<file path="src/rtl/processor_if.sv">
// ---------------------------------------------------------------------------
// processor_if -- memory bus between the multi-cycle core and main memory.
//
//   dataIn : 16  memory -> core  instruction word (FETCH) or load data (MEMORY)
//   busA   : 16  core -> memory  address (PC in FETCH, effective address in MEMORY)
//   busB   : 16  core -> memory  store data, 0 when not storing
//   rw     : 1   core -> memory  1 = write busB at busA, 0 = read
//
// master : the core side.  slave : the memory side.
// ---------------------------------------------------------------------------
interface processor_if;
  logic [15:0] dataIn;
  logic [15:0] busA;
  logic [15:0] busB;
  logic        rw;

  modport master (input dataIn, output busA, output busB, output rw);
  modport slave  (output dataIn, input busA, input busB, input rw);
endinterface

</file>
<file path="src/rtl/processor.sv">
// ---------------------------------------------------------------------------
// processor -- 16-bit multi-cycle core, five clocks per instruction:
//   FETCH -> DECODE -> EXECUTE -> MEMORY -> WRITEBACK -> FETCH
//
// Ports
//   clk   : in   rising-edge clock
//   reset : in   synchronous, active-high reset
//   bus   : processor_if.master  (dataIn in; busA, busB, rw out)
//
// Architectural state: PC (byte address, 2-byte instructions), r0..r7
// (r0 reads as zero, writes to it are dropped), flags N Z V C.
// Register and flag updates and the PC update all happen at the edge that
// ends WRITEBACK, so every source operand sees the pre-instruction value.
//
// Optional feature: define PROCESSOR_SHIFT_EN to enable sll (op 00101) and
// srl (op 01000). Without it both opcodes behave as NOPs.
// ---------------------------------------------------------------------------
module processor (
  input  logic        clk,
  input  logic        reset,
  processor_if.master bus
);

  typedef enum logic [2:0] {
    S_FETCH     = 3'd0,
    S_DECODE    = 3'd1,
    S_EXECUTE   = 3'd2,
    S_MEMORY    = 3'd3,
    S_WRITEBACK = 3'd4
  } state_e;

  localparam logic [4:0] OP_ADDCC  = 5'b00000;
  localparam logic [4:0] OP_MOV    = 5'b00001;
  localparam logic [4:0] OP_ANDCC  = 5'b00010;
  localparam logic [4:0] OP_SUBCC  = 5'b00011;
  localparam logic [4:0] OP_ORCC   = 5'b00100;
  localparam logic [4:0] OP_SLL    = 5'b00101;
  localparam logic [4:0] OP_LD     = 5'b00110;
  localparam logic [4:0] OP_ST     = 5'b00111;
  localparam logic [4:0] OP_SRL    = 5'b01000;
  localparam logic [4:0] OP_BRANCH = 5'b01001;
  localparam logic [4:0] OP_SETLOW = 5'b01010;
  localparam logic [4:0] OP_SETHI  = 5'b01011;

  state_e      state_q, state_d;
  logic [15:0] pc_q;
  logic [15:0] ir_q;
  logic [15:0] rf_q [8];      // entry 0 is never written and never read
  logic [3:0]  nzvc_q;        // {N, Z, V, C}

  // Results computed in EXECUTE (or MEMORY for loads), committed in WRITEBACK
  logic [15:0] res_q;
  logic [3:0]  nzvc_res_q;
  logic [15:0] tgt_q;
  logic [2:0]  wb_idx_q;
  logic        wr_q;
  logic        fl_q;
  logic        br_q;

  // Flags for an arithmetic/logic result: N from bit 15, Z on all-zero
  function automatic logic [3:0] nz_flags(input logic [15:0] r,
                                          input logic        v,
                                          input logic        c);
    return {r[15], (r == 16'h0000), v, c};
  endfunction

  // ---- decode fields ----
  logic [4:0]  op;
  logic [2:0]  rd, rs1, rs2, cond;
  logic        is_call;
  logic [15:0] rd_val, a_val, b_val, j_val;
  logic signed [15:0] disp8_s, disp14_s;

  assign op       = ir_q[15:11];
  assign rd       = ir_q[10:8];
  assign rs1      = ir_q[7:5];
  assign rs2      = ir_q[4:2];
  assign cond     = ir_q[10:8];
  assign is_call  = (ir_q[15:14] == 2'b11);
  assign disp8_s  = {{8{ir_q[7]}}, ir_q[7:0]};
  assign disp14_s = {{2{ir_q[13]}}, ir_q[13:0]};

  // Register read ports; r0 is hard-wired to zero
  assign rd_val = (rd  == 3'd0)       ? 16'h0000 : rf_q[rd];
  assign a_val  = (rs1 == 3'd0)       ? 16'h0000 : rf_q[rs1];
  assign b_val  = (rs2 == 3'd0)       ? 16'h0000 : rf_q[rs2];
  assign j_val  = (ir_q[2:0] == 3'd0) ? 16'h0000 : rf_q[ir_q[2:0]];

  // ---- execute datapath ----
  logic [15:0] exe_res;
  logic [3:0]  exe_nzvc;
  logic [15:0] exe_tgt;
  logic        exe_wr, exe_fl, exe_br;
  logic [16:0] sum17, dif17;
  logic        flag_n, flag_z, flag_v, flag_c;

  assign sum17 = {1'b0, a_val} + {1'b0, b_val};
  assign dif17 = {1'b0, a_val} - {1'b0, b_val};   // bit 16 is the borrow
  assign {flag_n, flag_z, flag_v, flag_c} = nzvc_q;

  always_comb begin
    exe_res  = 16'h0000;
    exe_nzvc = nzvc_q;
    exe_tgt  = 16'h0000;
    exe_wr   = 1'b0;
    exe_fl   = 1'b0;
    exe_br   = 1'b0;
    if (is_call) begin
      exe_res = pc_q + 16'd2;
      exe_wr  = 1'b1;
      exe_br  = 1'b1;
      exe_tgt = (pc_q + $unsigned(disp14_s)) & 16'hFFFE;
    end else begin
      case (op)
        OP_ADDCC: begin
          exe_res  = sum17[15:0];
          exe_nzvc = nz_flags(sum17[15:0],
                              (a_val[15] == b_val[15]) && (sum17[15] != a_val[15]),
                              sum17[16]);
          exe_wr   = 1'b1;
          exe_fl   = 1'b1;
        end
        OP_SUBCC: begin
          exe_res  = dif17[15:0];
          exe_nzvc = nz_flags(dif17[15:0],
                              (a_val[15] != b_val[15]) && (dif17[15] != a_val[15]),
                              dif17[16]);
          exe_wr   = 1'b1;
          exe_fl   = 1'b1;
        end
        OP_ANDCC: begin
          exe_res  = a_val & b_val;
          exe_nzvc = nz_flags(a_val & b_val, 1'b0, 1'b0);
          exe_wr   = 1'b1;
          exe_fl   = 1'b1;
        end
        OP_ORCC: begin
          exe_res  = a_val | b_val;
          exe_nzvc = nz_flags(a_val | b_val, 1'b0, 1'b0);
          exe_wr   = 1'b1;
          exe_fl   = 1'b1;
        end
`ifdef PROCESSOR_SHIFT_EN
        OP_SLL: begin
          exe_res  = a_val << b_val[3:0];
          exe_nzvc = nz_flags(a_val << b_val[3:0], 1'b0, 1'b0);
          exe_wr   = 1'b1;
          exe_fl   = 1'b1;
        end
        OP_SRL: begin
          exe_res  = a_val >> b_val[3:0];
          exe_nzvc = nz_flags(a_val >> b_val[3:0], 1'b0, 1'b0);
          exe_wr   = 1'b1;
          exe_fl   = 1'b1;
        end
`endif
        OP_MOV: begin
          exe_res = a_val;
          exe_wr  = 1'b1;
        end
        OP_LD: begin
          // data arrives in MEMORY and overwrites res_q there
          exe_wr = 1'b1;
        end
        OP_SETLOW: begin
          exe_res = {rd_val[15:8], ir_q[7:0]};
          exe_wr  = 1'b1;
        end
        OP_SETHI: begin
          exe_res = {ir_q[7:0], 8'h00};
          exe_wr  = 1'b1;
        end
        OP_BRANCH: begin
          exe_tgt = (pc_q + $unsigned(disp8_s)) & 16'hFFFE;
          case (cond)
            3'b000: begin
              exe_br  = 1'b1;
              exe_tgt = j_val & 16'hFFFE;
            end
            3'b001:  exe_br = 1'b1;
            3'b010:  exe_br = flag_z;
            3'b011:  exe_br = !flag_z;
            3'b100:  exe_br = flag_n;
            3'b101:  exe_br = flag_z | (flag_n ^ flag_v);
            3'b110:  exe_br = flag_c;
            default: exe_br = flag_v;
          endcase
        end
        default: ;  // st acts in MEMORY only; unused opcodes are NOPs
      endcase
    end
  end

  // ---- state sequencing ----
  always_comb begin
    state_d = state_q;
    case (state_q)
      S_FETCH:     state_d = S_DECODE;
      S_DECODE:    state_d = S_EXECUTE;
      S_EXECUTE:   state_d = S_MEMORY;
      S_MEMORY:    state_d = S_WRITEBACK;
      S_WRITEBACK: state_d = S_FETCH;
      default:     state_d = S_FETCH;
    endcase
  end

  // ---- bus outputs ----
  always_comb begin
    bus.busA = pc_q;
    bus.busB = 16'h0000;
    bus.rw   = 1'b0;
    if (state_q == S_MEMORY && !is_call) begin
      if (op == OP_LD) begin
        bus.busA = a_val;
      end else if (op == OP_ST) begin
        bus.busA = a_val;
        bus.busB = rd_val;
        bus.rw   = 1'b1;
      end
    end
  end

  always_ff @(posedge clk) begin
    if (reset) begin
      state_q <= S_FETCH;
      pc_q    <= 16'h0000;
      nzvc_q  <= 4'h0;
      wr_q    <= 1'b0;
      fl_q    <= 1'b0;
      br_q    <= 1'b0;
      for (int i = 0; i < 8; i++) rf_q[i] <= 16'h0000;
    end else begin
      state_q <= state_d;
      case (state_q)
        // ---- FETCH: capture instruction ----
        S_FETCH: ir_q <= bus.dataIn;
        // ---- EXECUTE: capture results and branch decision ----
        S_EXECUTE: begin
          res_q      <= exe_res;
          nzvc_res_q <= exe_nzvc;
          tgt_q      <= exe_tgt;
          wr_q       <= exe_wr;
          fl_q       <= exe_fl;
          br_q       <= exe_br;
          wb_idx_q   <= is_call ? 3'd7 : rd;
        end
        // ---- MEMORY: capture load data ----
        S_MEMORY: begin
          if (!is_call && op == OP_LD) res_q <= bus.dataIn;
        end
        // ---- WRITEBACK: commit registers, flags, PC ----
        S_WRITEBACK: begin
          if (wr_q && wb_idx_q != 3'd0) rf_q[wb_idx_q] <= res_q;
          if (fl_q) nzvc_q <= nzvc_res_q;
          pc_q <= br_q ? tgt_q : (pc_q + 16'd2);
        end
        default: ;
      endcase
    end
  end

endmodule

</file>
<file path="src/flat_wrapper.sv">
// flat-port wrapper written by rule: the top's interface ports become plain ports
module processor_flat 
  (clk, reset, bus_dataIn, bus_busA, bus_busB, bus_rw);
  processor_if bus_i ();
  input  logic clk;
  input  logic reset;
  input wire logic [$bits(bus_i.dataIn)-1:0] bus_dataIn;
  output wire logic [$bits(bus_i.busA)-1:0] bus_busA;
  output wire logic [$bits(bus_i.busB)-1:0] bus_busB;
  output wire logic [$bits(bus_i.rw)-1:0] bus_rw;
  assign bus_i.dataIn = bus_dataIn;
  assign bus_busA = bus_i.busA;
  assign bus_busB = bus_i.busB;
  assign bus_rw = bus_i.rw;
  processor u_core (.clk(clk), .reset(reset), .bus(bus_i));
endmodule
</file>
<file path="config.mk">
export PLATFORM = sky130hd
export DESIGN_NAME = processor_flat
export DESIGN_NICKNAME = d
export VERILOG_FILES = /design/src/rtl/processor_if.sv /design/src/rtl/processor.sv /design/src/flat_wrapper.sv
export SDC_FILE = /design/constraint.sdc
export NUM_CORES = 1
export LEC_CHECK = 0
export CELL_PAD_IN_SITES_DETAIL_PLACEMENT = 0
export CELL_PAD_IN_SITES_GLOBAL_PLACEMENT = 1
export CORE_MARGIN = 5
export CORE_UTILIZATION = 45
export DETAILED_ROUTE_END_ITERATION = 16
export HOLD_SLACK_MARGIN = 0.02
export PLACE_DENSITY = 0.76
export SKIP_CTS_REPAIR_TIMING = 1
export SYNTH_ARGS = -nofsm -noshare
export SYNTH_HDL_FRONTEND = slang
export SYNTH_SLANG_ARGS = --single-unit
</file>
<file path="constraint.sdc">
create_clock -name clk -period 11.15 [get_ports clk]
set_input_delay 2.23 -clock clk [delete_from_list [all_inputs] [get_ports clk]]
set_output_delay 2.23 -clock clk [all_outputs]
set_load 0.02 [all_outputs]
</file>
==> run_results.csv <==
group,metric,value,unit
outcome,status,"completed",
synth,ys_warn_count,0,
pwr,p_leak,0.006782,µW
critical_path,r2r_slack,6070,ps
synth,netlist_area,16530,µm²
synth,ys_top_cells_by_area,"edfxtp_1, mux4_2, ha_1",
global_route,grt_pass1_wl,85880,µm
synth,syn_area_per_cell,10.62,µm²
detailed_routing,drt-initial-drc-count,1737,
detailed_routing,dr.pass1.iters,7,
critical_path,critical_path_buf_inv_count,2,
pwr,vdd_drop_max,0.1089,mV
hold_path,holdPathEnd,"u_core.nzvc_q[0]",
place,io_buffer_count,50,
sta,totalNegativeSetupSlack,0,ps
hold_path,min-delay-start,"u_core.nzvc_q[0]",
sta,fin_crit_sh,52.89,%
critical_path,r2r_cells,14,
global_route,grt_usage,27.83,%
cells_and_area,finish.utilization,50.51,%
detailed_routing,viasPerCell,6.462,
synth,ys.flop_type,"edfxtp_1",
synth,synth.distinct_cells,75,
global_route,grt_max_degree,48,
detailed_routing,ant_nets,0,
sta,whs,489.6,ps
critical_path,path_cells,"nand2_1 > or2_2 > nor2_1 > nand3_1 > inv_1 > nand2_1 > nor2_1 > clkdlybuf4s50_1",
global_route,grt_overflow_total,0,
cells_and_area,multi_input_area,9807,µm²
sta,rsz0062_at_grt,"false",
sta,tightestPinTransition,1054,ps
place,placed_area,17530,µm²
synth,synth-seq-area-share,37.43,%
detailed_routing,vias,13364,
critical_path,cp.required,8920,ps
cells_and_area,drive_above_1_share,15.63,%
sta,fmax,169.6,MHz
cts,clock-sinks,218,
sta,period_needed,5897,ps
hold_path,holdPathStages,2,
floorplanning,die_area,40660,µm²
sta,setup_ws,5253,ps
critical_path,cp-start-kind,"flop",
critical_path,cpPeakStageDelay,650,ps
floorplanning,io_pins,51,
synth,synthCells,1556,
synth,synth-seq-cells,218,
floorplanning,row_count,70,
cts,cts_buffers,26,
floorplanning,core,36430,µm²
synth,yosysTopAreaCellShare,33.07,%
floorplanning,die_width,201.6,µm
sta,clock_skew,21.55,ps
sta,slew_headroom,29.36,%
global_route,grt_pass1_vias,12882,
cts,clockBufferDepth,3,
cells_and_area,finalNetCount,1672,
detailed_routing,wl_per_cell,28.17,µm
cells_and_area,post-route-cell-area,18400,µm²
critical_path,crit_type,"reg -> out",
pwr,powerDensity,152.1,nW/µm²
cts,cts_tree,"built",
hold_path,hold_class,"reg -> reg",
place,place_ws,5889,ps
critical_path,r2r-end,"u_core.res_q[14]",
cells_and_area,area_growth,11.36,%
place,place.gp.congestion,1.019,
cells_and_area,seq_area,6193,µm²
synth,yosysTopAreaCell,"edfxtp_1",
place,post-dp-hpwl,41800,µm
detailed_routing,drc_errors,0,
floorplanning,start_util,45.36,%
critical_path,critical_path.top_delay_family,"simple AND/OR/NAND/NOR gates",
cts,clock_insertion_delay_worst_skew,560,ps
sta,finalSetupViolCount,0,
cells_and_area,n_antenna_cell,0,
critical_path,crit_fanout,23,
detailed_routing,wl,58260,µm
sta,drv_slew,0,
critical_path,arrival,3670,ps
sta,finalHoldViolCount,0,
floorplanning,die_y,201.6,µm
synth,synth_edf_count,182,
synth,async_flop_share,0,%
global_route,antenna_found_initial,2,
cts,cts_root_buf,"clkbuf_16",
cts,clk_pin_slew,60,ps
critical_path,crit_slowest_cell,"clkdlybuf4s50_1",
critical_path,endpoint_kind,"output port",
job,drv_cap,0,
cts,htreeDepth,1,
cells_and_area,fill_cells,3278,
-- where the power goes --
part | switching (µW) | total [µW] | internal, µW | leakage (µW)
logic | 568 | 942 | 374 | 0.00425
registers | 54.0 | 981 | 927 | 0.00211
clock network | 347 | 877 | 531 | 0.000421
total | 969 | 2800 | 1830 | 0.00678
-- Yosys cell counts, types with 19 or more instances --
master and count:
edfxtp_1 182, a21oi_1 98, o21ai_0 72, xnor2_1 36, nand2b_1 40, nor3_1 27
mux4_2 126, dfxtp_1 36, a21o_1 27, ha_1 70, nand3_1 29, nor2_1 139
nand2_1 108, inv_1 57, xor2_1 20, clkbuf_1 66, mux2i_1 45, buf_2 19
and2_1 119
-- worst reg2reg max path, cell delays in order (launching register included) --
cell and delay [ps]:
dfxtp_4 980, mux4_2 630, nand2_1 90, a21o_1 280
inv_1 110, ha_1 240, inv_1 80, fa_1 270
nand2b_1 100, a211o_1 360, a31oi_2 380, a211o_1 290
mux2i_1 240, o21ai_0 220, a31oi_1 550
-- layout by cell type, fill, tap and decap left out, types with 36 or more instances in the layout --
| cell | instances |
|---|---|
| xnor2_1 | 36 |
| a21oi_1 | 98 |
| o21ai_0 | 72 |
| nor2_1 | 139 |
| edfxtp_1 | 182 |
| nand2b_1 | 40 |
| clkdlybuf4s50_1 | 49 |
| nand2_1 | 108 |
| mux4_2 | 126 |
| mux2i_1 | 45 |
| inv_1 | 57 |
| ha_1 | 70 |
| and2_1 | 119 |
-- per-layer routing --
| metal | track usage, % | share of wire (%) | vias up |
|---|---|---|---|
| met4 | 7.373 | 2.8 | 0 |
| li1 | - | - | 5891 |
| met1 | 37.97 | 40 | 6671 |
| met2 | 46.25 | 48 | 696 |
| met3 | 4.883 | 8.9 | 106 |
| met5 | 0 | 0 | - |
-- worst max path at each step --
stage,to,depth (start not counted),slack [ps],from
finish,bus_busB[14],8,5250,u_core.state_q[0]
global route,bus_busB[14],8,5050,u_core.state_q[0]
detailed placement,bus_busB[14],8,5890,u_core.state_q[0]
CTS,bus_busB[14],8,5270,u_core.state_q[0]
global placement,bus_busB[14],8,5900,u_core.state_q[0]
floorplan,bus_busA[3],7,6770,flop
-- cells by family after synthesis --
logic type	Yosys count	synth area share, %
AO/OA/AOI/OAI	327	12.86
XOR/XNOR	56	2.968
adder cells (fa/ha/maj)	72	5.542
buffers and inverters	156	3.733
flip-flops	218	37.43
multiplexers	187	20.99
other	1	0.02269
AND/OR/NAND/NOR	539	16.45
-- registers in the layout, summed over array words and instances, names as in the netlist, named ones only --
signal and flops:
u_core.br_q 1, u_core.fl_q 1, u_core.ir_q 16, u_core.nzvc_q 4, u_core.nzvc_res_q 4, u_core.pc_q 15, u_core.res_q 16, u_core.rf_q 128
u_core.state_q 3, u_core.tgt_q 15, u_core.wb_idx_q 3, u_core.wr_q 1
-- through the flow --
step / cells / total power [µW]
after floorplan: 1571 / 1637
after global placement: 2022 / 1911
after detailed placement: 2022 / 1913
after CTS: 2068 / 2791
after global routing: 2068 / 2908
final: 2068 / 2800
-- final cells by class --
class / count / share of cell area [%]
Multi-Input combinational cell: 1197 / 53.29
Clock buffer: 30 / 3.733
Clock inverter: 16 / 0.9995
Sequential cell: 218 / 33.66
Tap cell: 468 / 3.182
Inverter: 58 / 1.183
Timing Repair Buffer: 81 / 3.957
(Power assumes the default switching activity.)
